===== config.mk =====
export PLATFORM = sky130hd
export DESIGN_NAME = spybuffer_read_arbiter
export DESIGN_NICKNAME = d
export VERILOG_FILES = /design/src/rtl/spybuffer_read_arbiter.sv
export SDC_FILE = /design/constraint.sdc
export NUM_CORES = 1
export LEC_CHECK = 0
export BUFFER_PORTS_ARGS = -buffer_cell sky130_fd_sc_hd__buf_2
export CAP_MARGIN = 20
export CORE_MARGIN = 3
export CORE_UTILIZATION = 42
export DETAILED_ROUTE_END_ITERATION = 10
export MAX_ROUTING_LAYER = met4
export PLACE_DENSITY = 0.9
export SYNTH_ARGS = -nofsm -noshare
export SYNTH_HDL_FRONTEND = slang
export SYNTH_SLANG_ARGS = --single-unit

===== constraint.sdc =====
create_clock -name rclk -period 2.85 [get_ports rclk]
set_clock_uncertainty 0.1 [all_clocks]
set_input_delay 0.4275 -clock rclk [delete_from_list [all_inputs] [get_ports rclk]]
set_output_delay 0.4275 -clock rclk [all_outputs]
set_load 0.01 [all_outputs]

===== src/rtl/spybuffer_read_arbiter.sv =====
// Round-robin read arbiter that drains several first-word-fall-through FIFOs
// into a single registered valid/ready output stream, one burst per grant.
//
// Ports
//   rclk, rrst         clock and synchronous active-high reset
//   ch_enable          per-channel arbitration enable mask
//   fifo_rempty        per-channel FIFO empty flag
//   fifo_ralmostempty  per-channel flag, high when at most one word remains
//   fifo_rdata         FWFT read data, channel i at [i*DATA_WIDTH +: DATA_WIDTH]
//   fifo_rinc          one-hot-or-zero read strobe (combinational)
//   m_data/m_chan      registered output word and its source channel
//   m_last             final word of a burst
//   m_valid/m_ready    output handshake
module spybuffer_read_arbiter #(
   parameter int unsigned NUM_CH     = 4,
   parameter int unsigned DATA_WIDTH = 32,
   parameter int unsigned MAX_BURST  = 8
) (
   input  logic                         rclk,
   input  logic                         rrst,
   input  logic [NUM_CH-1:0]            ch_enable,
   input  logic [NUM_CH-1:0]            fifo_rempty,
   input  logic [NUM_CH-1:0]            fifo_ralmostempty,
   input  logic [NUM_CH*DATA_WIDTH-1:0] fifo_rdata,
   output logic [NUM_CH-1:0]            fifo_rinc,
   output logic [DATA_WIDTH-1:0]        m_data,
   output logic [$clog2(NUM_CH)-1:0]    m_chan,
   output logic                         m_last,
   output logic                         m_valid,
   input  logic                         m_ready
);

   localparam int unsigned CH_W  = $clog2(NUM_CH);
   localparam int unsigned CNT_W = $clog2(MAX_BURST + 1);

   typedef enum logic {
      IDLE  = 1'b0,
      BURST = 1'b1
   } state_e;

   state_e                state_q, state_d;
   logic [CH_W-1:0]       rr_ptr_q, rr_ptr_d;
   logic [CH_W-1:0]       grant_q, grant_d;
   logic [CNT_W-1:0]      count_q, count_d;
   logic [DATA_WIDTH-1:0] m_data_q, m_data_d;
   logic [CH_W-1:0]       m_chan_q, m_chan_d;
   logic                  m_last_q, m_last_d;
   logic                  m_valid_q, m_valid_d;

   logic [NUM_CH-1:0]     eligible;
   logic [CH_W-1:0]       pick;
   logic                  pick_vld;
   int unsigned           idx;
   logic [DATA_WIDTH-1:0] words [NUM_CH];
   logic [DATA_WIDTH-1:0] gnt_word;
   logic [CH_W-1:0]       gnt_wrap;
   logic [CNT_W-1:0]      count_inc;
   logic                  out_free;
   logic                  last_word;
   logic [NUM_CH-1:0]     rinc;

   assign eligible  = ch_enable & ~fifo_rempty;
   assign out_free  = !m_valid_q || m_ready;
   assign count_inc = count_q + CNT_W'(1);
   assign gnt_wrap  = (grant_q == CH_W'(NUM_CH - 1)) ? '0 : grant_q + CH_W'(1);

   // Split the flat read-data bus into per-channel words
   for (genvar g = 0; g < NUM_CH; g++) begin : g_words
      assign words[g] = fifo_rdata[g*DATA_WIDTH +: DATA_WIDTH];
   end

   assign gnt_word = words[grant_q];

   // First eligible channel searching upward from rr_ptr, wrapping at NUM_CH
   always_comb begin
      pick     = '0;
      pick_vld = 1'b0;
      idx      = '0;
      for (int unsigned k = 0; k < NUM_CH; k++) begin
         idx = 32'(rr_ptr_q) + k;
         if (idx >= NUM_CH) idx = idx - NUM_CH;
         if (!pick_vld && eligible[CH_W'(idx)]) begin
            pick     = CH_W'(idx);
            pick_vld = 1'b1;
         end
      end
   end

   // Next-state and output-register load
   always_comb begin
      state_d   = state_q;
      rr_ptr_d  = rr_ptr_q;
      grant_d   = grant_q;
      count_d   = count_q;
      m_data_d  = m_data_q;
      m_chan_d  = m_chan_q;
      m_last_d  = m_last_q;
      m_valid_d = m_valid_q;
      rinc      = '0;
      last_word = 1'b0;

      unique case (state_q)
         IDLE: begin
            if (out_free) m_valid_d = 1'b0;
            if (pick_vld) begin
               grant_d = pick;
               count_d = '0;
               state_d = BURST;
            end
         end
         BURST: begin
            if (out_free) begin
               if (!fifo_rempty[grant_q]) begin
                  last_word = (count_inc == CNT_W'(MAX_BURST)) ||
                              fifo_ralmostempty[grant_q] || !ch_enable[grant_q];
                  rinc      = NUM_CH'(1) << grant_q;
                  m_data_d  = gnt_word;
                  m_chan_d  = grant_q;
                  m_last_d  = last_word;
                  m_valid_d = 1'b1;
                  count_d   = count_inc;
                  if (last_word) begin
                     state_d  = IDLE;
                     rr_ptr_d = gnt_wrap;
                  end
               end else begin
                  // Grant ran dry before a last word could be flagged
                  m_valid_d = 1'b0;
                  state_d   = IDLE;
                  rr_ptr_d  = gnt_wrap;
               end
            end
         end
         default: state_d = IDLE;
      endcase
   end

   // Never pop a FIFO while reset is discarding the output register
   assign fifo_rinc = rrst ? '0 : rinc;

   // State and output registers
   always_ff @(posedge rclk) begin
      if (rrst) begin
         state_q   <= IDLE;
         rr_ptr_q  <= '0;
         grant_q   <= '0;
         count_q   <= '0;
         m_data_q  <= '0;
         m_chan_q  <= '0;
         m_last_q  <= 1'b0;
         m_valid_q <= 1'b0;
      end else begin
         state_q   <= state_d;
         rr_ptr_q  <= rr_ptr_d;
         grant_q   <= grant_d;
         count_q   <= count_d;
         m_data_q  <= m_data_d;
         m_chan_q  <= m_chan_d;
         m_last_q  <= m_last_d;
         m_valid_q <= m_valid_d;
      end
   end

   assign m_data  = m_data_q;
   assign m_chan  = m_chan_q;
   assign m_last  = m_last_q;
   assign m_valid = m_valid_q;

endmodule


==> results of run 1 <==
==> logic make-up (layout without fill, tap and decap cells) <==
logic type                 Yosys count  count (layout)  synth area share [%]
adders and majority gates            5               5                  2.33
AOI/OAI and AO/OA                   53              53                  11.3
DFF                                 45              45                  33.6
muxes                               38              38                  30.0
and+or+nand+nor                    112             112                  18.4
buffers and inverters               27             201                  4.34
==> per-stage QoR <==
step,utilization (%),cells
after floorplan,-,280
after global placement,60.2,522
after detailed placement,60.2,522
after CTS,61.6,529
after global routing,61.6,529
final,61.6,529
==> state kept, by name (all words and copies together) (netlist names) <==
register  count
grant_q       2
m_chan        2
rr_ptr_q      2
m_valid       1
state_q       1
count_q       4
m_data       32
m_last        1
==> cells in the mapped netlist <==
| master | instances | area, um2 |
|---|---|---|
| mux2i_1 | 4 | 40.0 |
| nor3_1 | 3 | 15.0 |
| mux4_2 | 34 | 766 |
| a311oi_1 | 1 | 8.76 |
| clkbuf_1 | 12 | 45.0 |
| nor2_1 | 9 | 33.8 |
| inv_1 | 5 | 18.8 |
| a211oi_1 | 2 | 15.0 |
| nand3_1 | 5 | 25.0 |
| ha_1 | 5 | 62.6 |
| o21ai_0 | 1 | 5.00 |
| or4_1 | 1 | 7.51 |
| a21oi_1 | 40 | 200 |
| nor3b_1 | 4 | 30.0 |
| buf_2 | 6 | 30.0 |
| buf_6 | 1 | 11.3 |
| and3b_1 | 1 | 8.76 |
| a21boi_0 | 1 | 7.51 |
| buf_1 | 3 | 11.3 |
| a22oi_1 | 1 | 7.51 |
| o21a_1 | 2 | 15.0 |
| o22ai_1 | 1 | 6.26 |
| dfxtp_1 | 45 | 901 |
| o211ai_1 | 1 | 7.51 |
| or3_1 | 5 | 31.3 |
| nand2_1 | 73 | 274 |
| nor2b_1 | 9 | 56.3 |
| a31oi_1 | 1 | 6.26 |
| nand2b_1 | 2 | 12.5 |
| o41ai_1 | 1 | 8.76 |
| a311oi_2 | 1 | 15.0 |
==> how the worst max path moves through the flow <==
| stage | startpoint | end | slack (ns) | cells after the start |
|---|---|---|---|---|
| 6_report | grant_q[0] | fifo_rinc[0] | 0.34 | 4 |
| 5_1_grt | grant_q[0] | fifo_rinc[2] | 0.28 | 4 |
| 4_1_cts | grant_q[0] | fifo_rinc[0] | 0.34 | 4 |
| 3_5_place_dp | fifo_rempty[3] | count_q[3] | 0.41 | 7 |
| 3_3_place_gp | fifo_rempty[3] | count_q[3] | 0.45 | 7 |
| 2_1_floorplan | grant_q[0] | fifo_rinc[0] | 0.31 | 6 |
==> power by group through the flow <==
stage / Sequential, mW / Clock (mW) / Combinational [mW]
after floorplan: 0.737 / 0 / 0.328
after global placement: 0.719 / 0 / 0.525
after detailed placement: 0.723 / 0 / 0.542
after CTS: 0.708 / 0.395 / 0.543
after global routing: 0.715 / 0.417 / 0.592
final: 0.708 / 0.381 / 0.536
==> layer usage <==
metal / GRT usage [%] / vias to the layer above
met2: 40.0 / 135
met3: 3.07 / 8
li1: - / 1355
met5: - / -
met1: 24.0 / 1314
met4: 7.05 / 0
==> final cells by class <==
| cell class | instances | area (um2) |
|---|---|---|
| tap | 75 | 93.8 |
| sequential | 45 | 903 |
| fill | 513 | 2320 |
| multi-input combinational | 208 | 1670 |
| inverter | 5 | 18.8 |
| clock buffer | 7 | 86.3 |
| timing repair buffer | 189 | 963 |
==> critical path, delay by kind of cell (launching register included) <==
family | cells | cell delay [ns]
AND/OR/NAND/NOR | 2 | 0.63
multiplexers | 1 | 0.54
flip-flops | 1 | 0.36
buffers and inverters | 1 | 0.17
==> results.md, run 1 <==
* CTS Buf Count at 5
* Slew margin rel. at 56.7%
* Die ar. at 0.00738 mm2
* Startpoint types: flip-flop
* Pin count of the biggest net entering global routing at 46
* Reg2Reg Depth at 6
* Layout area overhead at 39.3%
* Global-route wire length before repair at 12600 um
* TritonRoute pass-1 iters at 4
* Mapped Cells at 280
* Sw frac at 29.0%
* Initial antenna violation count at 0
* Input/output buffers at 182
* Leakage power at 1.67 nW
* Synth cell types at 31
* Register area share after synthesis at 33.6%
* Yosys warnings at 0
* Vias in the first global route at 2861
* DRC viols at 0
* Met3 wire len at 660 um
* Worst-Margin Slew at 0.649 ns
* Max clock buf depth at 2
* Syn_area_per_cell at 9.58 um2
* Crit. End Element: output port
* Hold depth at 2
* Design area at 0.00374 mm2
* Top routing layer used: met4
* Max-slew violation count at 0
* Minimum clock period at 2.51 ns
* Post-DP Area at 0.00365 mm2
* Worst vdd rail ir drop at 0.243 mV
* DR WL/cell at 15.1 um
* Fmax at 398 MHz
* Ratio of cells with drive above 1 in the final layout at 51.3%
* Initial Util at 44.3%
* Final TNS setup at 0 ns
* R2R setup slack at 0.55 ns
* Placer Congestion at 0.741
* CTS tree: built
* Die Height at 85.9 um
* Final setup margin at 0.336 ns
* Crit path required time at 2.32 ns
* Clock latency at the later pin of the worst-skew pair at 0.28 ns
* Antenna Cells at 0
* Reg-to-reg critical path endpoint: count_q[3]
* Worst-path clk slew at 0.08 ns
* WL met2 at 4320 um
* Combinational group share of total power at 33.0%
* Crit path largest cell delay at 0.54 ns
* Hold-fix buffers, CTS at 0
* Max-cap viol count at 0
* # rows at 28
* Syn_nets at 428
* Final wirelength at 7970 um
* CTS Root Cell: clkbuf_8
* Critical path's slowest cell: mux4_2
* Endpoints failing hold at 0
* Mapped Area at 0.00268 mm2
* CP arrival at 1.99 ns
* Clk sink count at 45
* Hold Slack at 0.352 ns
* RR Startpoint: grant_q[0]
* Register share of total power at 43.6%
* Commonest cells after routing, fill and taps aside: buf_2, nand2_1, dfxtp_1
* Final #Nets at 602
* Worst path cell trace: mux4_2 > or3_1 > nor3b_1 > buf_2
* Antenna viol nets, final at 0
* Most common cell after layout, fill and taps aside: buf_2
* CTS H-tree depth at 2
* Sw power at 0.471 mW
* RSZ-0062 raised after global routing: no
* Internal power at 1.15 mW
* # IOs at 183
* Design Power at 1.63 mW
* Placeable Area at 0.00606 mm2
* Pre-CTS setup slack at 0.415 ns
* Status: complete, no violations
* Hpwl dp at 6300 um
* Top fanout value on the critical path at 5
* Metal-1 WL at 2920 um
* WHS Endpoint: m_data[17]
* Initial DRC Count at 97
* Worst hold path class: flip-flop to flip-flop
* Resized cells post-CTS at 0
* Final worst-path cycle share at 88.2%
* Die width at 85.9 um
* Flops & latches, synth at 45
* Setup Fix Bufs, Post-CTS at 0
* Total gr overflow at 0
* DR vias at 2812
* Pwr/cell area at 435 mW/mm2
* Vias per cell at 5.32
* Hold Startpoint: m_data[17]
* Final setup viols at 0
* Total GRT Usage at 21.8%
* Clock share of power at 23.4%
* Critical path class: flip-flop to output port
No activity file was read; power rests on OpenSTA's default activity.
==> inputs of run 2 (changes only) <==
CORE_UTILIZATION = 43   (was 42)
CTS_BUF_LIST = sky130_fd_sc_hd__clkbuf_4   (was unset)
PLACE_DENSITY = 0.92   (was 0.9)
==> run 2 against run 1 <==
Highest routed layer unchanged. Worst setup slack worse by 0.069 ns. Sequential share of layout area hardly changed. First-iteration DRC count is 3.1% lower. Die area is 2.2% lower.
==> results.md, run 2 (same netlist as run 1, synthesis figures left out) <==
* Worst-path clk slew at 0.13 ns
* Hpwl dp at 6600 um
* Crit. End Element: output port
* Internal power at 1.14 mW
* Pre-CTS setup slack at 0.417 ns
* # IOs at 183
* Slew margin rel. at 36.8%
* Pin count of the biggest net entering global routing at 46
* Die ar. at 0.00722 mm2
* Origin of the worst setup path: grant_q[0]
* CTS Buf Count at 5
* Combinational group share of total power at 33.0%
* CTS Root Cell: clkbuf_4
* Layout area overhead at 39.0%
* Final TNS setup at 0 ns
* Crit path required time at 2.32 ns
* Final setup viols at 0
* CP arrival at 2.06 ns
* Startpoint types: flip-flop
* Register share of total power at 43.6%
* Minimum clock period at 2.58 ns
* Max-cap viol count at 0
* DR WL/cell at 15.5 um
* Initial antenna violation count at 0
* Placer Congestion at 0.793
* Setup Fix Bufs, Post-CTS at 0
* Commonest cells after routing, fill and taps aside: buf_2, nand2_1, dfxtp_1
* Vias per cell at 5.37
* Max FFs per register at 32
* Final wirelength at 8190 um
* Hold Slack at 0.340 ns
* Hold Startpoint: fifo_rempty[3]
* Top fanout value on the critical path at 5
* Post-DP Area at 0.00365 mm2
* Final setup margin at 0.266 ns
* Input/output buffers at 182
* Vias in the first global route at 2855
* Worst hold path class: primary input to flip-flop
* Status: complete, no violations
* Design area at 0.00373 mm2
* Final #Nets at 602
* Worst-Margin Slew at 0.935 ns
* Leakage power at 1.66 nW
* Ratio of cells with drive above 1 in the final layout at 51.4%
* Pwr/cell area at 437 mW/mm2
* Clk sink count at 45
* Clock latency at the later pin of the worst-skew pair at 0.34 ns
* Die Height at 85.0 um
* Resized cells post-CTS at 0
* Antenna Cells at 0
* Clock share of power at 23.4%
* TritonRoute pass-1 iters at 4
* Fmax at 387 MHz
* Endpoints failing hold at 0
* Global-route wire length before repair at 13200 um
* Sw power at 0.485 mW
* Sw frac at 29.8%
* DR vias at 2844
* Most common cell after layout, fill and taps aside: buf_2
* Worst vdd rail ir drop at 0.249 mV
* Max clock buf depth at 2
* Hold-fix buffers, CTS at 0
* Initial Util at 44.8%
* Fillers at 519
* Initial DRC Count at 94
* Antenna viol nets, final at 0
* # rows at 28
* Die width at 85.0 um
* Max-slew violation count at 0
* CTS tree: built
* Critical path class: flip-flop to output port
* RSZ-0062 raised after global routing: no
* Final worst-path cycle share at 90.7%
* Total gr overflow at 0
* Total GRT Usage at 23.1%
* CTS H-tree depth at 2
* Placeable Area at 0.00599 mm2
* RR Startpoint: grant_q[0]
* DRC viols at 0
-- run 2: cell types whose count changed in the layout (fill, tap and decap cells not counted) --
cell,change
clkbuf_8,-6
clkbuf_4,+5
bufinv_16,+1
clkbuf_1,-1
clkinv_1,+1
clkinvlp_4,+1
-- run 2: through the flow --
step | utilization, % | instances | power, mW
floorplan | - | 280 | 1.06
global placement | 60.9 | 522 | 1.24
detailed placement | 60.9 | 522 | 1.26
CTS | 62.2 | 530 | 1.64
global route | 62.2 | 530 | 1.72
finish | 62.2 | 530 | 1.63
-- run 2: power by group through the flow --
stage                     clock network, mW  registers (mW)  logic, mW
after global routing                  0.416           0.714      0.592
after CTS                             0.394           0.708      0.542
final                                 0.382           0.709      0.537
after detailed placement                  0           0.723      0.541
after floorplan                           0           0.737      0.328
after global placement                    0           0.720      0.520
-- run 2: path summary, 6_finish.rpt --
kind                                     end  slack, ns  depth (start not counted)
worst max register to register    count_q[3]       0.56                          5
worst min-delay path               m_chan[0]       0.34                          4
worst max-delay path            fifo_rinc[1]       0.27                          4
worst min register to register     m_data[2]       0.36                          2
-- run 2: layout make-up --
class	count	area [um2]	share of cell area, %
Clock inverter	3	41.3	1.11
Clock buffer	5	37.5	1.01
Inverter	5	18.8	0.503
Sequential cell	45	903	24.2
Timing Repair Buffer	189	963	25.8
Tap cell	75	93.8	2.52
Multi-Input combinational cell	208	1670	44.8
-- run 2: metal layers --
| metal | GRT usage [%] | vias up | part of all wire [%] |
|---|---|---|---|
| li1 | - | 1359 | - |
| met5 | - | - | 0 |
| met2 | 39.3 | 133 | 52 |
| met3 | 4.95 | 21 | 7.5 |
| met1 | 26.9 | 1331 | 38 |
| met4 | 8.20 | 0 | 2.6 |
-- run 2: critical path, cell delays in order, from the launching register on --
cell     delay, ns
dfxtp_2       0.37
mux4_2        0.54
or3_1         0.40
nor3b_1       0.23
buf_2         0.17
==> inputs of run 3 (changes only) <==
CORE_ASPECT_RATIO = 0.6   (was unset)
CORE_UTILIZATION = 27   (was 43)
PLACE_DENSITY = 0.66   (was 0.92)
==> run 3 against run 2 <==
Die area increased by 55%. Critical path depth stayed put. Sequential share of layout area down 0.38 points. Non-clock buffer count stayed put. Core utilization decreased by 22 points.
==> results.md, run 3 (same netlist as run 1, synthesis figures left out) <==
* Status: complete, no violations
* Fmax at 372 MHz
* Setup Fix Bufs, Post-CTS at 0
* Worst-Margin Slew at 0.660 ns
* Hpwl dp at 7130 um
* Vias in the first global route at 2875
* CTS Root Cell: clkbuf_4
* Post-DP Area at 0.00372 mm2
* Final core occ at 40.2%
* CTS tree: built
* Startpoint types: flip-flop
* Worst vdd rail ir drop at 0.150 mV
* Design Power at 1.58 mW
* Pre-CTS setup slack at 0.265 ns
* Vias per cell at 4.86
* Final worst-path cycle share at 94.3%
* DRC viols at 0
* CTS Buf Count at 5
* Critical path class: flip-flop to output port
* Max-slew violation count at 0
* Crit. End Element: output port
* Antenna viol nets, final at 0
* # IOs at 183
* RSZ-0062 raised after global routing: no
* Leakage power at 1.65 nW
* Global-route wire length before repair at 14100 um
* Ratio of cells with drive above 1 in the final layout at 52.1%
* Commonest cells after routing, fill and taps aside: buf_2, nand2_1, dfxtp_1
* Minimum clock period at 2.69 ns
* Placeable Area at 0.00943 mm2
* Slew margin rel. at 56.0%
* DR WL/cell at 15.3 um
* Total GRT Usage at 16.1%
* Input/output buffers at 182
* CP arrival at 2.16 ns
* Initial Util at 28.5%
* Max-cap viol count at 0
* Max FFs per register at 32
* Die Height at 83.2 um
* Layout area overhead at 41.2%
* Initial DRC Count at 95
* Hold-fix buffers, CTS at 0
* Final setup viols at 0
* Clock latency at the later pin of the worst-skew pair at 0.36 ns
* Pwr/cell area at 416 mW/mm2
* Initial antenna violation count at 1
* Pin count of the biggest net entering global routing at 46
* Max clock buf depth at 2
* Die ar. at 0.0112 mm2
* DR vias at 2854
* Worst hold path class: primary input to flip-flop
* TritonRoute pass-1 iters at 4
* Final TNS setup at 0 ns
* Design area at 0.00379 mm2
* Most common cell after layout, fill and taps aside: buf_2
* Endpoints failing hold at 0
* Worst-path clk slew at 0.14 ns
* # rows at 27
* Total gr overflow at 0
* Clk sink count at 45
* Final wirelength at 8960 um
* CTS H-tree depth at 2
* Top fanout value on the critical path at 5
* Crit path required time at 2.32 ns
* Fillers at 960
* Final #Nets at 602
* Placer Congestion at 0.825
* Final setup margin at 0.161 ns
* Die width at 135 um
run 3: where the power goes:
group	internal (mW)	switching, mW
Sequential	0.678	0.0318
Combinational	0.284	0.262
Clock	0.0980	0.222
run 3: through the flow:
| stage | instances | hold WS (ns) |
|---|---|---|
| 3_3_place_gp | 577 | 0.339 |
| 4_1_cts | 585 | 0.294 |
| 2_1_floorplan | 280 | 0.367 |
| 6_report | 587 | 0.329 |
| 3_5_place_dp | 577 | 0.343 |
| 5_1_grt | 587 | 0.315 |
run 3: layer usage:
| metal | track usage, % | wire [um] | vias up |
|---|---|---|---|
| met1 | 20.0 | 3900 | 1333 |
| met3 | 3.51 | 732 | 9 |
| met2 | 26.9 | 4260 | 142 |
| li1 | - | - | 1370 |
| met4 | 3.42 | 64 | 0 |
| met5 | - | 0 | - |
run 3: worst paths after layout:
kind / from / end / slack [ns] / cells past startpoint
setup / recovery: grant_q[0] / fifo_rinc[1] / 0.16 / 4
hold / removal: fifo_rempty[3] / m_chan[0] / 0.33 / 4
setup reg to reg: grant_q[0] / count_q[3] / 0.37 / 6
hold reg to reg: m_data[1] / m_data[1] / 0.36 / 2
run 3: repair_timing:
item | 4_1_cts | 5_1_grt
hold endpoints to repair | 0 | 0
resized for setup | 0 | 1
setup endpoints to repair | 0 | 1
run 3: cell type report:
cell class	instances	area, um2	share of cell area [%]
multi-input combinational	208	1680	44.3
clock buffer	5	37.5	0.991
inverter	5	18.8	0.495
antenna	2	5.00	0.132
timing repair buffer	189	963	25.4
tap	130	163	4.29
sequential	45	903	23.8
clock inverter	3	21.3	0.561
run 3: critical path: stages (launching register included):
cell     delay, ns
dfxtp_2       0.38
mux4_2        0.54
or3_2         0.50
nor3b_1       0.21
buf_2         0.17
